### src/rtl/cpu_pkg.sv
// Shared definitions for the 10-bit CPU sequencer.
// Contents: FSM state encoding, fetch_op codes, ldst_en bit positions and
// the machine data width.
package cpu_pkg;

  localparam int CPU_DATA_W = 10;

  // State encoding is architecturally visible on the debug 'state' port.
  typedef enum logic [2:0] {
    ST_IDLE   = 3'd0,
    ST_FETCH  = 3'd1,
    ST_DECODE = 3'd2,
    ST_EXEC   = 3'd3,
    ST_MEM    = 3'd4,
    ST_WB     = 3'd5,
    ST_HALT   = 3'd6
  } state_e;

  // fetch_op decode codes
  localparam logic [1:0] FOP_SEQ  = 2'd0;
  localparam logic [1:0] FOP_BR   = 2'd1;
  localparam logic [1:0] FOP_JR   = 2'd2;
  localparam logic [1:0] FOP_HALT = 2'd3;

  // ldst_en bit positions
  localparam int LDST_MEM_BIT   = 1;
  localparam int LDST_STORE_BIT = 0;

endpackage

### src/rtl/pc_next_unit.sv
// Combinational next-PC selection.
// Ports:
//   pc_i           current PC
//   fetch_op_i     0 seq, 1 branch/jump, 2 jump-register, 3 halt
//   jump_control_i unconditional jump
//   br_cond_i      datapath branch condition
//   jmp_addr_i     sign-extended PC offset
//   jr_target_i    register target for jump-register
//   pc_next_o      PC for the next instruction (modulo 2^DATA_W)
module pc_next_unit
  import cpu_pkg::*;
#(
  parameter int DATA_W = CPU_DATA_W
) (
  input  logic [DATA_W-1:0] pc_i,
  input  logic [1:0]        fetch_op_i,
  input  logic              jump_control_i,
  input  logic              br_cond_i,
  input  logic [DATA_W-1:0] jmp_addr_i,
  input  logic [DATA_W-1:0] jr_target_i,
  output logic [DATA_W-1:0] pc_next_o
);

  logic [DATA_W-1:0] pc_inc;
  logic [DATA_W-1:0] pc_rel;

  // Width-limited adds give the required wraparound for free.
  assign pc_inc = pc_i + DATA_W'(1);
  assign pc_rel = pc_i + jmp_addr_i;

  always_comb begin
    pc_next_o = pc_inc;
    case (fetch_op_i)
      FOP_BR:  pc_next_o = (jump_control_i | br_cond_i) ? pc_rel : pc_inc;
      FOP_JR:  pc_next_o = jr_target_i;
      default: pc_next_o = pc_inc;
    endcase
  end

endmodule

### src/rtl/instr_sequencer.sv
// Multi-cycle fetch/decode/execute sequencer for the 10-bit CPU.
// Owns PC, IR and the retired-instruction counter; handshakes with
// instruction and data memory; gates the register-file write to WB.
// Ports:
//   clk, rst                 clock, async active-high reset
//   run                      1 = execute, 0 = stop at instruction boundary
//   imem_req/ack/rdata       instruction fetch handshake
//   ir                       instruction register to the control unit
//   fetch_op, jump_control,
//   jmp_addr, ldst_en,
//   wr_en_dec                decode outputs from the control unit
//   jr_target, br_cond       datapath inputs for PC selection
//   dmem_req/we/ack          data memory handshake
//   rf_we                    gated register-file write enable
//   pc, state, halted        current PC, debug FSM state, halted flag
//   instr_count              saturating retired-instruction count
// Handshake: a request stays high from entry into FETCH/MEM until the
// cycle in which the matching one-cycle ack is sampled at a rising edge;
// acks arriving in any other state are ignored.
module instr_sequencer
  import cpu_pkg::*;
#(
  parameter int               DATA_W   = CPU_DATA_W,
  parameter logic [DATA_W-1:0] RESET_PC = '0,
  parameter int               CNT_W    = 16
) (
  input  logic              clk,
  input  logic              rst,
  input  logic              run,
  output logic              imem_req,
  input  logic              imem_ack,
  input  logic [DATA_W-1:0] imem_rdata,
  output logic [DATA_W-1:0] ir,
  input  logic [1:0]        fetch_op,
  input  logic              jump_control,
  input  logic [DATA_W-1:0] jmp_addr,
  input  logic [DATA_W-1:0] jr_target,
  input  logic              br_cond,
  input  logic [1:0]        ldst_en,
  input  logic              wr_en_dec,
  output logic              dmem_req,
  output logic              dmem_we,
  input  logic              dmem_ack,
  output logic              rf_we,
  output logic [DATA_W-1:0] pc,
  output logic [2:0]        state,
  output logic              halted,
  output logic [CNT_W-1:0]  instr_count
);

  state_e            state_q, state_d;
  logic [DATA_W-1:0] pc_q, pc_d;
  logic [DATA_W-1:0] ir_q;
  logic [CNT_W-1:0]  cnt_q;

  pc_next_unit #(.DATA_W(DATA_W)) u_pc_next (
    .pc_i           (pc_q),
    .fetch_op_i     (fetch_op),
    .jump_control_i (jump_control),
    .br_cond_i      (br_cond),
    .jmp_addr_i     (jmp_addr),
    .jr_target_i    (jr_target),
    .pc_next_o      (pc_d)
  );

  // State register
  always_ff @(posedge clk or posedge rst) begin
    if (rst) state_q <= ST_IDLE;
    else     state_q <= state_d;
  end

  // Next-state logic
  always_comb begin
    state_d = state_q;
    case (state_q)
      ST_IDLE:   if (run) state_d = ST_FETCH;
      ST_FETCH:  if (imem_ack) state_d = ST_DECODE;
      ST_DECODE: state_d = (fetch_op == FOP_HALT) ? ST_HALT : ST_EXEC;
      ST_EXEC:   state_d = ldst_en[LDST_MEM_BIT] ? ST_MEM : ST_WB;
      ST_MEM:    if (dmem_ack) state_d = ST_WB;
      ST_WB:     state_d = run ? ST_FETCH : ST_IDLE;
      ST_HALT:   state_d = ST_HALT;
      default:   state_d = ST_IDLE;
    endcase
  end

  // Moore outputs decoded from the registered state, so an async reset
  // drops every strobe immediately.
  always_comb begin
    imem_req = 1'b0;
    dmem_req = 1'b0;
    dmem_we  = 1'b0;
    rf_we    = 1'b0;
    halted   = 1'b0;
    case (state_q)
      ST_FETCH: imem_req = 1'b1;
      ST_MEM: begin
        dmem_req = 1'b1;
        dmem_we  = ldst_en[LDST_STORE_BIT];
      end
      ST_WB:    rf_we  = wr_en_dec;
      ST_HALT:  halted = 1'b1;
      default:  ;
    endcase
  end

  // PC, IR and retired counter. The halt instruction never reaches WB,
  // so it is neither counted nor advances the PC.
  always_ff @(posedge clk or posedge rst) begin
    if (rst) begin
      pc_q  <= RESET_PC;
      ir_q  <= '0;
      cnt_q <= '0;
    end else begin
      if (state_q == ST_FETCH && imem_ack) ir_q <= imem_rdata;
      if (state_q == ST_WB) begin
        pc_q <= pc_d;
        if (cnt_q != {CNT_W{1'b1}}) cnt_q <= cnt_q + CNT_W'(1);
      end
    end
  end

  assign ir          = ir_q;
  assign pc          = pc_q;
  assign state       = state_q;
  assign instr_count = cnt_q;

endmodule
### config.mk
export PLATFORM = sky130hd
export DESIGN_NAME = instr_sequencer
export DESIGN_NICKNAME = d
export VERILOG_FILES = /design/src/rtl/cpu_pkg.sv /design/src/rtl/pc_next_unit.sv /design/src/rtl/instr_sequencer.sv
export SDC_FILE = /design/constraint.sdc
export NUM_CORES = 1
export LEC_CHECK = 0
export CORE_MARGIN = 3
export CORE_UTILIZATION = 65
export DETAILED_ROUTE_END_ITERATION = 8
export DONT_BUFFER_PORTS = 1
export HOLD_SLACK_MARGIN = 0.12
export PLACE_DENSITY = 0.87
export SETUP_SLACK_MARGIN = 0.1
export SLEW_MARGIN = 10
export SYNTH_ARGS = -nofsm -noshare
export SYNTH_HDL_FRONTEND = slang
export SYNTH_SLANG_ARGS = --single-unit
### constraint.sdc
create_clock -name clk -period 4.4 [get_ports clk]
set_input_delay 0.66 -clock clk [delete_from_list [all_inputs] [get_ports clk]]
set_output_delay 0.66 -clock clk [all_outputs]
set_load 0.02 [all_outputs]
# Word level (Yosys, flattened, before mapping)

Cells that the tools add are included.

Register bits after elaboration: 39
Bits in latches: 0
RAM bits: 0
ROM bits: 0
Input port bits: 42
Output and inout bits: 44
Logic and storage cells: 39
Memories kept: 0

Add/subtract/negate cells: 3
Multiply operators: 0
Div/mod/pow operators: 0
Magnitude comparators: 0
Eq/ne operators: 13
Shift-type cells: 0
Mux-type cells: 14
Bitwise operators: 1
Reductions and logical operators: 4

Operators by type and width:

| kind                                                                  | number |
|---|---|
| 3-bit one-hot mux with 7 select lines                                 | 1 |
| 10-bit one-hot mux with 2 select lines                                | 1 |
| 16-bit by 1-bit adder with 16-bit output, second input constant       | 1 |
| 16-bit != test, second input constant                                 | 1 |
| 3-bit two-way mux                                                     | 4 |
| 10-bit by 1-bit adder with 10-bit output, second input constant       | 1 |
| 10-bit adder                                                          | 1 |
| 10-bit two-way mux                                                    | 1 |
| 3-bit equality test, second input constant                            | 3 |
| 1-bit two-way mux                                                     | 7 |
| 3-bit by 2-bit equality test with 1-bit output, second input constant | 2 |
| 2-bit != test, second input constant                                  | 3 |
| 2-bit equality test, second input constant                            | 2 |
| 3-bit by 1-bit equality test with 1-bit output, second input constant | 1 |
| 3-bit zero test                                                       | 1 |
| 3-bit AND reduction                                                   | 1 |
| 2-bit by 1-bit equality test with 1-bit output, second input constant | 1 |
| 2-bit AND reduction                                                   | 1 |
| 1-bit logical AND                                                     | 1 |
| 1-bit bitwise OR                                                      | 1 |

# Longest topological paths before layout

Word-level depth: 3
Depth in mapped cells: 8
Mapped depth without buffers: 8

# Modules after synthesis

Synthesis repeated with hierarchy kept, for this count alone.

Cell total of the unflattened synthesis: 285
Area total of the unflattened synthesis: 2,775.2 um^2

By module, submodules not included:

| module          | times used | cells each | area an instance (um^2) |
|---|---|---|---|
| instr_sequencer | 1          | 161        | 1,903.1 |
| pc_next_unit    | 1          | 124        | 872.1 |

# Least setup slack after synthesis

OpenSTA, ideal clock, no wires.

Path kind: input to register
Start point: input port jmp_addr[0]
End point: register pc_q[8], in the netlist pc[8]
Arrival: 2.259 ns
Required time: 4.296 ns
Setup slack: 2.038 ns
Stages: 8
Cell sequence: ha_1 fa_1 a211oi_1 o211ai_1 o211ai_1 xnor2_1 nand2_1 a221oi_1

Word-level cells in the longest chain between the ends: 3

RTL lines:

| what                                   | line                   | source |
|---|---|---|
| start: declaration                     | instr_sequencer.sv:36  | `input logic [DATA_W-1:0] jmp_addr,` |
| 10-bit adder                           | pc_next_unit.sv:29     | `assign pc_rel = pc_i + jmp_addr_i;` |
| 10-bit two-way mux                     | pc_next_unit.sv:34     | `FOP_BR: pc_next_o = (jump_control_i \| br_cond_i) ? pc_rel : pc_inc;` |
| 10-bit one-hot mux with 2 select lines | pc_next_unit.sv:33     | `case (fetch_op_i)` |
| end signal: assignment                 | instr_sequencer.sv:117 | `pc_q <= pc_d;` |
| end: declaration                       | instr_sequencer.sv:52  | `logic [DATA_W-1:0] pc_q, pc_d;` |

Every way passes these cells.
A chain may end at the register's enable or synchronous reset.

# Final worst setup path

Start point: register state_q[2], in the netlist state[2]
End point: output port dmem_we

Word-level cells in the longest chain between the ends: 2

RTL lines:

| what                     | line                  | source |
|---|---|---|
| start: declaration       | instr_sequencer.sv:51 | `state_e state_q, state_d;` |
| start signal: assignment | instr_sequencer.sv:69 | `else state_q <= state_d;` |
| 3-bit equality test      | instr_sequencer.sv:95 | `case (state_q)` |
| 1-bit two-way mux        | instr_sequencer.sv:95 |  |
| end: declaration         | instr_sequencer.sv:42 | `output logic dmem_we,` |

Every way passes these cells.

==> summary.txt <==
Status
  – Status: finished, final reports clean

Setup path
  – CP Buf/Inv Count: 0
  – Top cell family by delay on the critical path: simple AND/OR/NAND/NOR gates
  – Slowest cell delay on critical path: 0.78 ns
  – CP endpoint kind: primary output
  – CP Data Required Time: 3.74 ns
  – Worst reg2reg path depth: 8
  – Arrival time worst endpoint: 2.09 ns
  – Worst-path cell chain: nor3b_1 > and2_1
  – Maximum fanout along the worst path: 12
  – Element type at the critical path start: register
  – Critical path's slowest cell: nor3b_1
  – WS Path Type: register to primary output
  – Stages on worst setup path: 2

Power and ir drop
  – Leakage: 1.21 nW
  – PD cells: 620 nW/µm²
  – Pwr Total: 1.67 mW
  – IR drop worst, VDD: 0.374 mV

Drt
  – Post-Route WL: 5610 µm
  – Drt wl/cell: 17.6 µm
  – DR WL met2: 2780 µm
  – DR iter-0 viols: 209
  – Total vias in the final route: 2,039
  – Top Layer Used: met4
  – Drt drc: 0
  – WL met1: 2350 µm
  – Metal3 WL: 433 µm
  – Antenna viol nets, final: 0
  – Pre-antenna DRT Iters: 4
  – Post-DR vias/cell: 6.41

Yosys
  – Synthesis warning total: 0
  – Post-synth EDFFs: 0
  – Syn Inst Count: 269
  – Seq/Total Area, Yosys: 0.382
  – Syn_nets: 326
  – Synth Flop Type: dfrtp_1
  – Leading area contributor after synthesis: dfrtp_1
  – Post-synth top area share: 0.382
  – Average cell area after synthesis: 9.50 µm²
  – Synth async-reset ratio: 1.00
  – Synth Register Bits: 39
  – Syn Std Cell Area: 2550 µm²
  – Area contributors post-synth: dfrtp_1 (38%), ha_1 (6.9%), xor2_1 (5.1%)
  – Count of cell types in the netlist: 52

Run
  – Max-Cap Viols: 0

Cells and area
  – # diodes: 0
  – Final Net Count: 327
  – Area of the multi-input gates: 1500 µm²
  – Fin area: 2690 µm²
  – Register area: 976 µm²
  – Proportion of layout cells with a drive suffix above 1: 0.111
  – P&R area growth vs syn: 5.19%
  – Fill cells: 286

Floorplanning
  – Number of core rows: 22
  – Core Area: 3720 µm²
  – Initial Utilization: 0.688
  – Die ar.: 4720 µm²
  – Die span in y: 68.7 µm
  – Die Wd: 68.7 µm
  – IO Count: 86

GRT
  – Pin count of the biggest net entering global routing: 40
  – Via count of the first global-routing pass: 1,867
  – Gr usage total: 0.248
  – Initial antenna violation count: 0
  – GRT overflow: 0
  – First-pass GRT wire length: 8750 µm

Clock network
  – CTS clk-pin slew, worst paths: 0.07 ns
  – Post-CTS setup buffer count: 0
  – Clock Root Buffer: clkbuf_8
  – Bufs on Longest Clock Path: 2
  – Cts hold-fix bufs: 0
  – H-tree depth: 2
  – Post-CTS Resized: 0
  – Clk_lat worst skew: 0.29 ns
  – Cts bufs inserted: 5
  – Clock sinks: 39
  – CTS tree: yes

Placement
  – Routability cong.: 0.897
  – Area post-placement: 2600 µm²
  – Detailed Place HPWL: 4240 µm
  – Buffers on Ports: 0

Timing
  – RSZ-0062 raised after global routing: false
  – Clock Skew: 0.00266 ns
  – Max frequency: 364 MHz
  – Setup-failing EPs final: 0
  – Setup TNS: 0 ns
  – Rel. slew slack: 0.413
  – Max Slew Vio Count: 0
  – Final min period: 2.75 ns
  – Worst-margin pin slew: 0.879 ns
  – Fin crit share: 0.625
  – Final Hold Vio Count: 0
  – Min Hold Slack: 0.368 ns

Min path
  – Hold Path Class: input port to async pin
-- worst register-to-register path, delay by kind of cell, from the launching register on --
family | cells | cell delay (ns)
AO/OA/AOI/OAI | 4 | 0.94
XOR/XNOR | 1 | 0.14
adder cells (fa/ha/maj) | 2 | 0.71
flip-flops | 1 | 0.52
AND/OR/NAND/NOR | 1 | 0.07
-- power breakdown --
| group | switching, mW | internal, mW | leakage [nW] |
|---|---|---|---|
| sequential | 0.335 | 0.472 | 0.501 |
| clock | 0.117 | 0.123 | 0.0470 |
| combinational | 0.328 | 0.292 | 0.659 |
-- registers in the layout (all words and copies together), names as in the netlist --
signal,cells
instr_count,16
ir,10
pc,10
state,3
-- cell type report --
class / instances / share of cell area
Clock inverter: 1 / 0.00186
Timing Repair Buffer: 3 / 0.00838
Sequential cell: 39 / 0.363
Multi-Input combinational cell: 210 / 0.558
Inverter: 11 / 0.0154
Tap cell: 48 / 0.0223
Clock buffer: 6 / 0.0307
-- final timing paths --
kind / startpoint / to / slack, ns
max: state[2]$_DFFE_PP0P_ / dmem_we / 1.65
min: rst / pc[0]$_DFFE_PP0P_ / 0.37
max reg2reg: pc[0]$_DFFE_PP0P_ / pc[8]$_DFFE_PP0P_ / 1.93
min reg2reg: instr_count[6]$_DFFE_PP0P_ / instr_count[6]$_DFFE_PP0P_ / 0.66
max in group asynchronous: rst / instr_count[13]$_DFFE_PP0P_ / 3.70
min in group clk: imem_rdata[6] / ir[6]$_DFFE_PP0P_ / 0.52
-- layout by cell type (no fill, tap or decap), drive strengths merged, types with 5 or more instances in the layout --
| cell | n |
|---|---|
| a21oi | 11 |
| nor3 | 9 |
| and2 | 5 |
| nand4 | 7 |
| nand3 | 12 |
| mux2 | 10 |
| nor2 | 19 |
| clkbuf | 6 |
| o21ai | 18 |
| a221oi | 6 |
| ha | 14 |
| xnor2 | 12 |
| xor2 | 15 |
| dfrtp | 39 |
| nand2 | 22 |
| inv | 11 |
-- cells in the mapped netlist, types with 2 or more instances --
cell type / instances
nor2_1: 18
nand3b_1: 3
xnor2_1: 12
nand3_1: 11
nand4_1: 6
inv_1: 10
o21a_1: 3
dfrtp_1: 39
o21bai_1: 2
xor2_1: 15
o211ai_1: 4
o32ai_1: 2
a221oi_1: 6
o31ai_1: 2
a21o_1: 4
clkbuf_1: 5
and3_1: 3
o21ai_0: 17
a31oi_1: 3
and2_1: 5
mux2i_1: 3
mux2_2: 10
a22oi_1: 4
o221ai_1: 2
nand2_1: 21
ha_1: 14
nor2b_1: 2
buf_2: 3
a21oi_1: 11
nor3_1: 7
-- layer usage --
metal	GRT usage	vias to the layer above
li1	-	974
met4	0.0681	0
met3	0.0681	9
met1	0.324	973
met5	0	-
met2	0.405	83
-- through the flow --
| step | utilization | cells | setup WS, ns |
|---|---|---|---|
| after floorplan | - | 269 | 2.04 |
| after global placement | 0.700 | 311 | 1.91 |
| after detailed placement | 0.700 | 311 | 1.86 |
| after CTS | 0.723 | 318 | 1.63 |
| after global routing | 0.723 | 318 | 1.51 |
| final | 0.723 | 318 | 1.65 |
-- cells by family after synthesis --
family                     count (synthesis)  share of synthesized area
xor gates and xnor gates                  27                     0.0926
and+or+nand+nor                           87                      0.181
AOI/OAI and AO/OA                         68                      0.182
DFF                                       39                      0.382
adders and majority gates                 15                     0.0764
muxes                                     13                     0.0558
buffers and inverters                     20                     0.0308
No activity file was read; power rests on OpenSTA's default activity.
